## src/rtl/cpu_ad48_irq_ctrl.sv

```systemverilog
// cpu_ad48_irq_ctrl: prioritised interrupt controller for the cpu_ad48 irq input.
// Edge and level sources feed a PENDING register. ENABLE, MODE and PRIO registers
// select which sources may request and at which priority. A CLAIM/COMPLETE pair
// tracks in-service sources.
// Optional build macro CPU_AD48_IRQ_SYNC_EN puts a two-flop synchronizer on every src bit.
module cpu_ad48_irq_ctrl #(
  parameter int unsigned SRC_LINES = 8,
  parameter int unsigned IRQ_LINES = 4
) (
  input  logic                 clk,
  input  logic                 resetn,
  input  logic [SRC_LINES-1:0] src,
  input  logic                 cfg_valid,
  input  logic                 cfg_write,
  input  logic [3:0]           cfg_addr,
  input  logic [47:0]          cfg_wdata,
  output logic                 cfg_ready,
  output logic                 cfg_rvalid,
  output logic [47:0]          cfg_rdata,
  output logic [IRQ_LINES-1:0] irq
);

  localparam int unsigned DW   = 48;
  localparam int unsigned PW   = 2 * SRC_LINES;
  localparam logic [1:0]  PMAX = 2'(IRQ_LINES - 1);

  localparam logic [3:0] A_PENDING  = 4'd0;
  localparam logic [3:0] A_ENABLE   = 4'd1;
  localparam logic [3:0] A_MODE     = 4'd2;
  localparam logic [3:0] A_PRIO     = 4'd3;
  localparam logic [3:0] A_CLAIM    = 4'd4;
  localparam logic [3:0] A_COMPLETE = 4'd5;

  logic                 r_ready;
  logic                 r_rvalid;
  logic [DW-1:0]        r_rdata;
  logic [IRQ_LINES-1:0] r_irq;
  logic [SRC_LINES-1:0] r_pending;
  logic [SRC_LINES-1:0] r_enable;
  logic [SRC_LINES-1:0] r_mode;
  logic [PW-1:0]        r_prio;
  logic [SRC_LINES-1:0] r_in_service;
  logic [SRC_LINES-1:0] r_hist;

  logic [SRC_LINES-1:0] w_samp;
  logic [SRC_LINES-1:0] w_rise;
  logic                 w_rd;
  logic                 w_wr;
  logic [SRC_LINES-1:0] w_wdata_s;
  logic [SRC_LINES-1:0] w_elig;
  logic [SRC_LINES-1:0] w_pend_vis;
  logic                 w_found;
  logic [3:0]           w_claim_idx;
  logic [1:0]           w_best;
  logic [4:0]           w_claim_id;
  logic [IRQ_LINES-1:0] w_irq_nxt;
  logic [SRC_LINES-1:0] w_claim_mask;
  logic [SRC_LINES-1:0] w_cpl_mask;
  logic [SRC_LINES-1:0] w_w1c;
  logic [SRC_LINES-1:0] w_mode_chg;
  logic [SRC_LINES-1:0] w_pend_nxt;
  logic [DW-1:0]        w_rdmux;
  logic                 w_unused;

`ifdef CPU_AD48_IRQ_SYNC_EN
  logic [SRC_LINES-1:0] r_sync1;
  logic [SRC_LINES-1:0] r_sync2;

  // Two-flop synchronizer for asynchronous sources
  always_ff @(posedge clk or negedge resetn) begin
    if (!resetn) begin
      r_sync1 <= '0;
      r_sync2 <= '0;
    end else begin
      r_sync1 <= src;
      r_sync2 <= r_sync1;
    end
  end

  assign w_samp = r_sync2;
`else
  assign w_samp = src;
`endif

  assign w_rise     = w_samp & ~r_hist;
  assign w_rd       = cfg_valid & r_ready & ~cfg_write;
  assign w_wr       = cfg_valid & r_ready & cfg_write;
  assign w_wdata_s  = cfg_wdata[SRC_LINES-1:0];
  assign w_unused   = ^cfg_wdata;

  // Level pending is hidden while the source is in service
  assign w_pend_vis = r_pending & ~(~r_mode & r_in_service);
  assign w_elig     = r_pending & r_enable & ~r_in_service;

  // Effective priority, claim winner (highest priority, lowest index) and next irq lines
  always_comb begin
    logic [1:0] w_eff;
    w_found     = 1'b0;
    w_claim_idx = '0;
    w_best      = '0;
    w_irq_nxt   = '0;
    for (int unsigned i = 0; i < SRC_LINES; i++) begin
      w_eff = (r_prio[2*i +: 2] > PMAX) ? PMAX : r_prio[2*i +: 2];
      if (w_elig[i] && (!w_found || (w_eff > w_best))) begin
        w_found     = 1'b1;
        w_claim_idx = 4'(i);
        w_best      = w_eff;
      end
      for (int unsigned k = 0; k < IRQ_LINES; k++) begin
        if (w_elig[i] && (w_eff == 2'(k))) w_irq_nxt[k] = 1'b1;
      end
    end
  end

  assign w_claim_id   = w_found ? ({1'b0, w_claim_idx} + 5'd1) : 5'd0;
  assign w_claim_mask = (w_rd && (cfg_addr == A_CLAIM) && w_found)
                        ? (SRC_LINES'(1) << w_claim_idx) : '0;
  assign w_cpl_mask   = (w_wr && (cfg_addr == A_COMPLETE) && (32'(cfg_wdata[3:0]) < SRC_LINES))
                        ? (SRC_LINES'(1) << cfg_wdata[3:0]) : '0;
  assign w_w1c        = (w_wr && (cfg_addr == A_PENDING)) ? (w_wdata_s & r_mode) : '0;
  assign w_mode_chg   = (w_wr && (cfg_addr == A_MODE)) ? (w_wdata_s ^ r_mode) : '0;

  // Edge: a new rise beats a W1C/claim in the same cycle; level: follow the sample
  assign w_pend_nxt = ((r_mode & ((r_pending & ~(w_w1c | w_claim_mask)) | w_rise)) |
                       (~r_mode & w_samp)) & ~w_mode_chg;

  // Register read multiplexer
  always_comb begin
    w_rdmux = '0;
    case (cfg_addr)
      A_PENDING: w_rdmux = DW'(w_pend_vis);
      A_ENABLE:  w_rdmux = DW'(r_enable);
      A_MODE:    w_rdmux = DW'(r_mode);
      A_PRIO:    w_rdmux = DW'(r_prio);
      A_CLAIM:   w_rdmux = DW'(w_claim_id);
      default:   w_rdmux = '0;
    endcase
  end

  // Controller state, configuration registers and registered outputs
  always_ff @(posedge clk or negedge resetn) begin
    if (!resetn) begin
      r_ready      <= 1'b0;
      r_rvalid     <= 1'b0;
      r_rdata      <= '0;
      r_irq        <= '0;
      r_pending    <= '0;
      r_enable     <= '0;
      r_mode       <= '0;
      r_prio       <= '0;
      r_in_service <= '0;
      r_hist       <= '0;
    end else begin
      r_ready      <= 1'b1;
      r_hist       <= w_samp;
      r_pending    <= w_pend_nxt;
      r_in_service <= (r_in_service | w_claim_mask) & ~w_cpl_mask;
      r_rvalid     <= w_rd;
      r_rdata      <= w_rd ? w_rdmux : '0;
      r_irq        <= w_irq_nxt;
      if (w_wr && (cfg_addr == A_ENABLE)) r_enable <= w_wdata_s;
      if (w_wr && (cfg_addr == A_MODE))   r_mode   <= w_wdata_s;
      if (w_wr && (cfg_addr == A_PRIO))   r_prio   <= cfg_wdata[PW-1:0];
    end
  end

  assign cfg_ready  = r_ready;
  assign cfg_rvalid = r_rvalid;
  assign cfg_rdata  = r_rdata;
  assign irq        = r_irq;

endmodule

```

## config.mk

```make
export PLATFORM = sky130hd
export DESIGN_NAME = cpu_ad48_irq_ctrl
export DESIGN_NICKNAME = d
export VERILOG_FILES = /design/src/rtl/cpu_ad48_irq_ctrl.sv
export SDC_FILE = /design/constraint.sdc
export NUM_CORES = 1
export LEC_CHECK = 0
export ABC_AREA = 1
export BUFFER_PORTS_ARGS = -buffer_cell sky130_fd_sc_hd__clkbuf_2
export CORE_ASPECT_RATIO = 0.5
export CORE_MARGIN = 3
export CORE_UTILIZATION = 35
export DETAILED_ROUTE_END_ITERATION = 8
export GPL_TIMING_DRIVEN = 1
export PLACE_DENSITY = 0.6
export SLEW_MARGIN = 0
export SYNTH_ARGS = -nofsm -noshare
export SYNTH_HDL_FRONTEND = slang
export SYNTH_SLANG_ARGS = --single-unit
```

## constraint.sdc

```tcl
create_clock -name clk -period 10.1 [get_ports clk]
set_clock_uncertainty 0.15 [all_clocks]
set_input_delay 1.515 -clock clk [delete_from_list [all_inputs] [get_ports clk]]
set_output_delay 1.515 -clock clk [all_outputs]
set_load 0.1 [all_outputs]
```

==> qor.txt <==
First DRT Iteration DRCs: 170
Max incr delay on CP: 0.39 ns
Clock sinks: 78
Via count: 3916
Kind of critical path: reg2reg
Cts repair resizes: 0
Fin. Hold Viols: 0
Synth Area in XOR/XNOR: 0
Die area: 14900 um2
Mean Syn Cell Area: 8.15 um2
# fillers: 1290
RSZ-0062 raised after global routing: no
Routed WL: 11.9 mm
Power, Total: 0.000837 W
Vias per inst: 4.83
Max-slew headroom: 0.234
Async set or reset register ratio after synthesis: 1.00
GR Overflow Total: 0
Yosys reg bits: 78
Clock transition at the registers of the reported paths: 0.06 ns
Core box area: 12900 um2
Gpl congestion: 0.893
Main synth FF type: dfrtp_1
Ports: 118
Area growth syn-to-layout: 13.3%
DRC violations left: 0
CTS Buffer Depth: 2
Status: complete, no violations
Multi-input logic area: 2210 um2
# Post-CTS Setup Buffers: 0
Minimum clock period: 9.16 ns
Crit-path slowest cell: dfrtp_1
CTS buffer count: 9
Main combinational cell family by area after synthesis: simple AND/OR/NAND/NOR gates
Library cells used by synthesis: 40
Chip Height: 87.9 um
Post-Route Setup TNS: 0 ns
Yosys warning total: 0
CTS Hold Bufs: 0
FF-to-FF End: r_pending[1]$_DFF_PN0_
Max Freq: 0.109 GHz
H-Tree Level Count: 3
Final core occ: 0.413
Pwr Density: 157 nW/um2
VDD IR-drop max: 0.0000799 V
I/O Buffers: 53
Post-synthesis compound-gate area fraction: 0.141
Clk Latency, worst-skew pair: 0.34 ns
Crit. End Element: flip-flop
Vias in the first global route: 3751
Final Net Count: 724
Largest net degree at the start of global routing: 79
Starting Density: 0.365
Remaining antenna violation count after routing: 0
Startpoint types: flip-flop
Mapped Cells: 576
EDFF count, synth: 0
Worst Path Required: 10.18 ns
CP max FO: 10
Hold-critical path depth: 2
Drt first pass iters: 5
Worst min-delay path class: reg2reg
Hold_sp: r_enable[7]$_DFFE_PN0P_
Register Area: 1950 um2
WL per Instance: 14.7 um
Worst Hold End: r_enable[7]$_DFFE_PN0P_
Die Wd: 170 um
Slew Viols, Final: 0
Layout cells sized above 1: 0.181
R2R Path Start: r_in_service[0]$_DFF_PN0_
Adder-cell area share of the yosys netlist: 0.0639
HPWL Detailed: 9.17 mm
Post-Syn Area: 4700 um2
Worst-Margin Slew: 1.15 ns
GR Util All Layers: 0.169
Fin crit share: 0.907
CP Data Arrival Time: 9.24 ns
Maxcap violations: 0
CTS root buf: clkbuf_16
TritonCTS clock tree: done
First-pass GRT wire length: 19.4 mm
R2R setup slack: 0.94 ns
Sequential fraction of the synthesis area: 0.416
P_leak: 2.71 nW
Mux contribution to synthesized area: 0
Rows: 29
Most frequent cell on the critical path: nand2_1
ANT cells: 0
Endpoints failing setup: 0
Initial antenna violation count: 0
Reg2Reg Depth: 65
Simple-gate share of the synthesized area: 0.240
[area by class of cell]
cell class	count	share of cell area
well taps	170	0.0400
inverters	102	0.0719
clock buffers	9	0.0423
flip-flops and latches	78	0.367
multi-input cells	388	0.415
clock inverters	6	0.00752
repair buffers	57	0.0560
[kinds of logic after synthesis]
| family | after synthesis |
|---|---|
| other cells | 2 |
| fa+ha+maj | 24 |
| flops | 78 |
| compound gates | 105 |
| buf+inv | 141 |
| simple gates | 226 |
[cells in the mapped netlist, types with 2 or more instances]
master / number / area [um2]
nand2_1: 94 / 353
inv_1: 92 / 345
dfrtp_1: 78 / 1950
nor3_1: 39 / 195
nor2_1: 34 / 128
buf_4: 32 / 240
o21ai_0: 31 / 155
ha_1: 24 / 300
a21oi_1: 20 / 100
nand3_1: 17 / 85.1
nand2_2: 13 / 81.3
a211oi_1: 9 / 67.6
a22oi_1: 9 / 67.6
nand4_1: 8 / 50.1
clkbuf_1: 7 / 26.3
inv_2: 7 / 26.3
nand3_2: 5 / 50.1
o22ai_1: 5 / 31.3
a31oi_1: 4 / 25.0
nand2_4: 4 / 45.0
nor3_4: 4 / 65.1
o211ai_1: 4 / 30.0
o21ai_1: 4 / 20.0
a21boi_1: 3 / 22.5
a21oi_2: 3 / 26.3
clkinv_1: 3 / 11.3
nor4_1: 3 / 18.8
o21a_1: 3 / 22.5
o21ai_2: 3 / 26.3
conb_1: 2 / 7.51
nand3_4: 2 / 35.0
or2_2: 2 / 12.5
[power breakdown]
group | switching (W) | internal, W | total (W)
clock network | 0.000130 | 0.000164 | 0.000294
registers | 0.0000285 | 0.000342 | 0.000371
logic | 0.000133 | 0.0000403 | 0.000173
total | 0.000291 | 0.000547 | 0.000837
[stage by stage]
step | instances | worst slack (ns) | instance area [um2] | hold slack (ns)
2_1_floorplan | 607 | 1.90 | 4810 | 0.303
3_3_place_gp | 795 | 0.940 | 5060 | 0.319
3_5_place_dp | 795 | 0.780 | 5060 | 0.323
4_1_cts | 810 | 0.741 | 5320 | 0.339
5_1_grt | 810 | 0.0995 | 5320 | 0.364
6_report | 810 | 0.939 | 5320 | 0.335
[registers in the layout (all words and copies together), names as in the netlist]
name	cells
r_pending	8
r_prio	16
r_mode	8
r_hist	8
cfg_ready	1
irq	4
cfg_rdata	16
cfg_rvalid	1
r_in_service	8
r_enable	8
[worst max-delay path: cells and delay by family (launching register included)]
family	cells	cell delay, ns
fa+ha+maj	8	2.06
flops	1	0.39
buf+inv	11	0.86
simple gates	33	3.66
compound gates	13	1.91
[cell usage in the layout (no fill, tap or decap), drive strengths merged, types with 3 or more instances in the layout]
cell and count:
o211ai 4, ha 24, nand4 8, o21a 3
clkinv 8, a211oi 9, buf 5, conb 33
a22oi 10, inv 99, nor4 3, o22ai 5
nand3 24, nor3 43, a31oi 4, clkbuf 61
a21oi 23, a21boi 3, dfrtp 78, or2 3
nand2 111, nor2 34, o21ai 38
[per-layer routing]
layer	wire length (um)	GRT usage	vias up
met4	266	0.0616	0
met1	5880	0.239	1803
met2	4950	0.255	142
li1	-	-	1951
met3	841	0.0374	20
met5	0	0	-
[how the worst max path moves through the flow]
stage	to	startpoint	slack, ns
floorplan	cfg_rdata[1]$_DFF_PN0_	r_in_service[0]$_DFF_PN0_	1.90
global placement	r_pending[1]$_DFF_PN0_	r_in_service[0]$_DFF_PN0_	0.94
detailed placement	r_pending[1]$_DFF_PN0_	r_in_service[0]$_DFF_PN0_	0.78
CTS	r_pending[1]$_DFF_PN0_	r_in_service[0]$_DFF_PN0_	0.74
global route	r_in_service[1]$_DFF_PN0_	r_in_service[0]$_DFF_PN0_	0.1
finish	r_pending[1]$_DFF_PN0_	r_in_service[0]$_DFF_PN0_	0.94
Power figures use the tool's default switching activity.
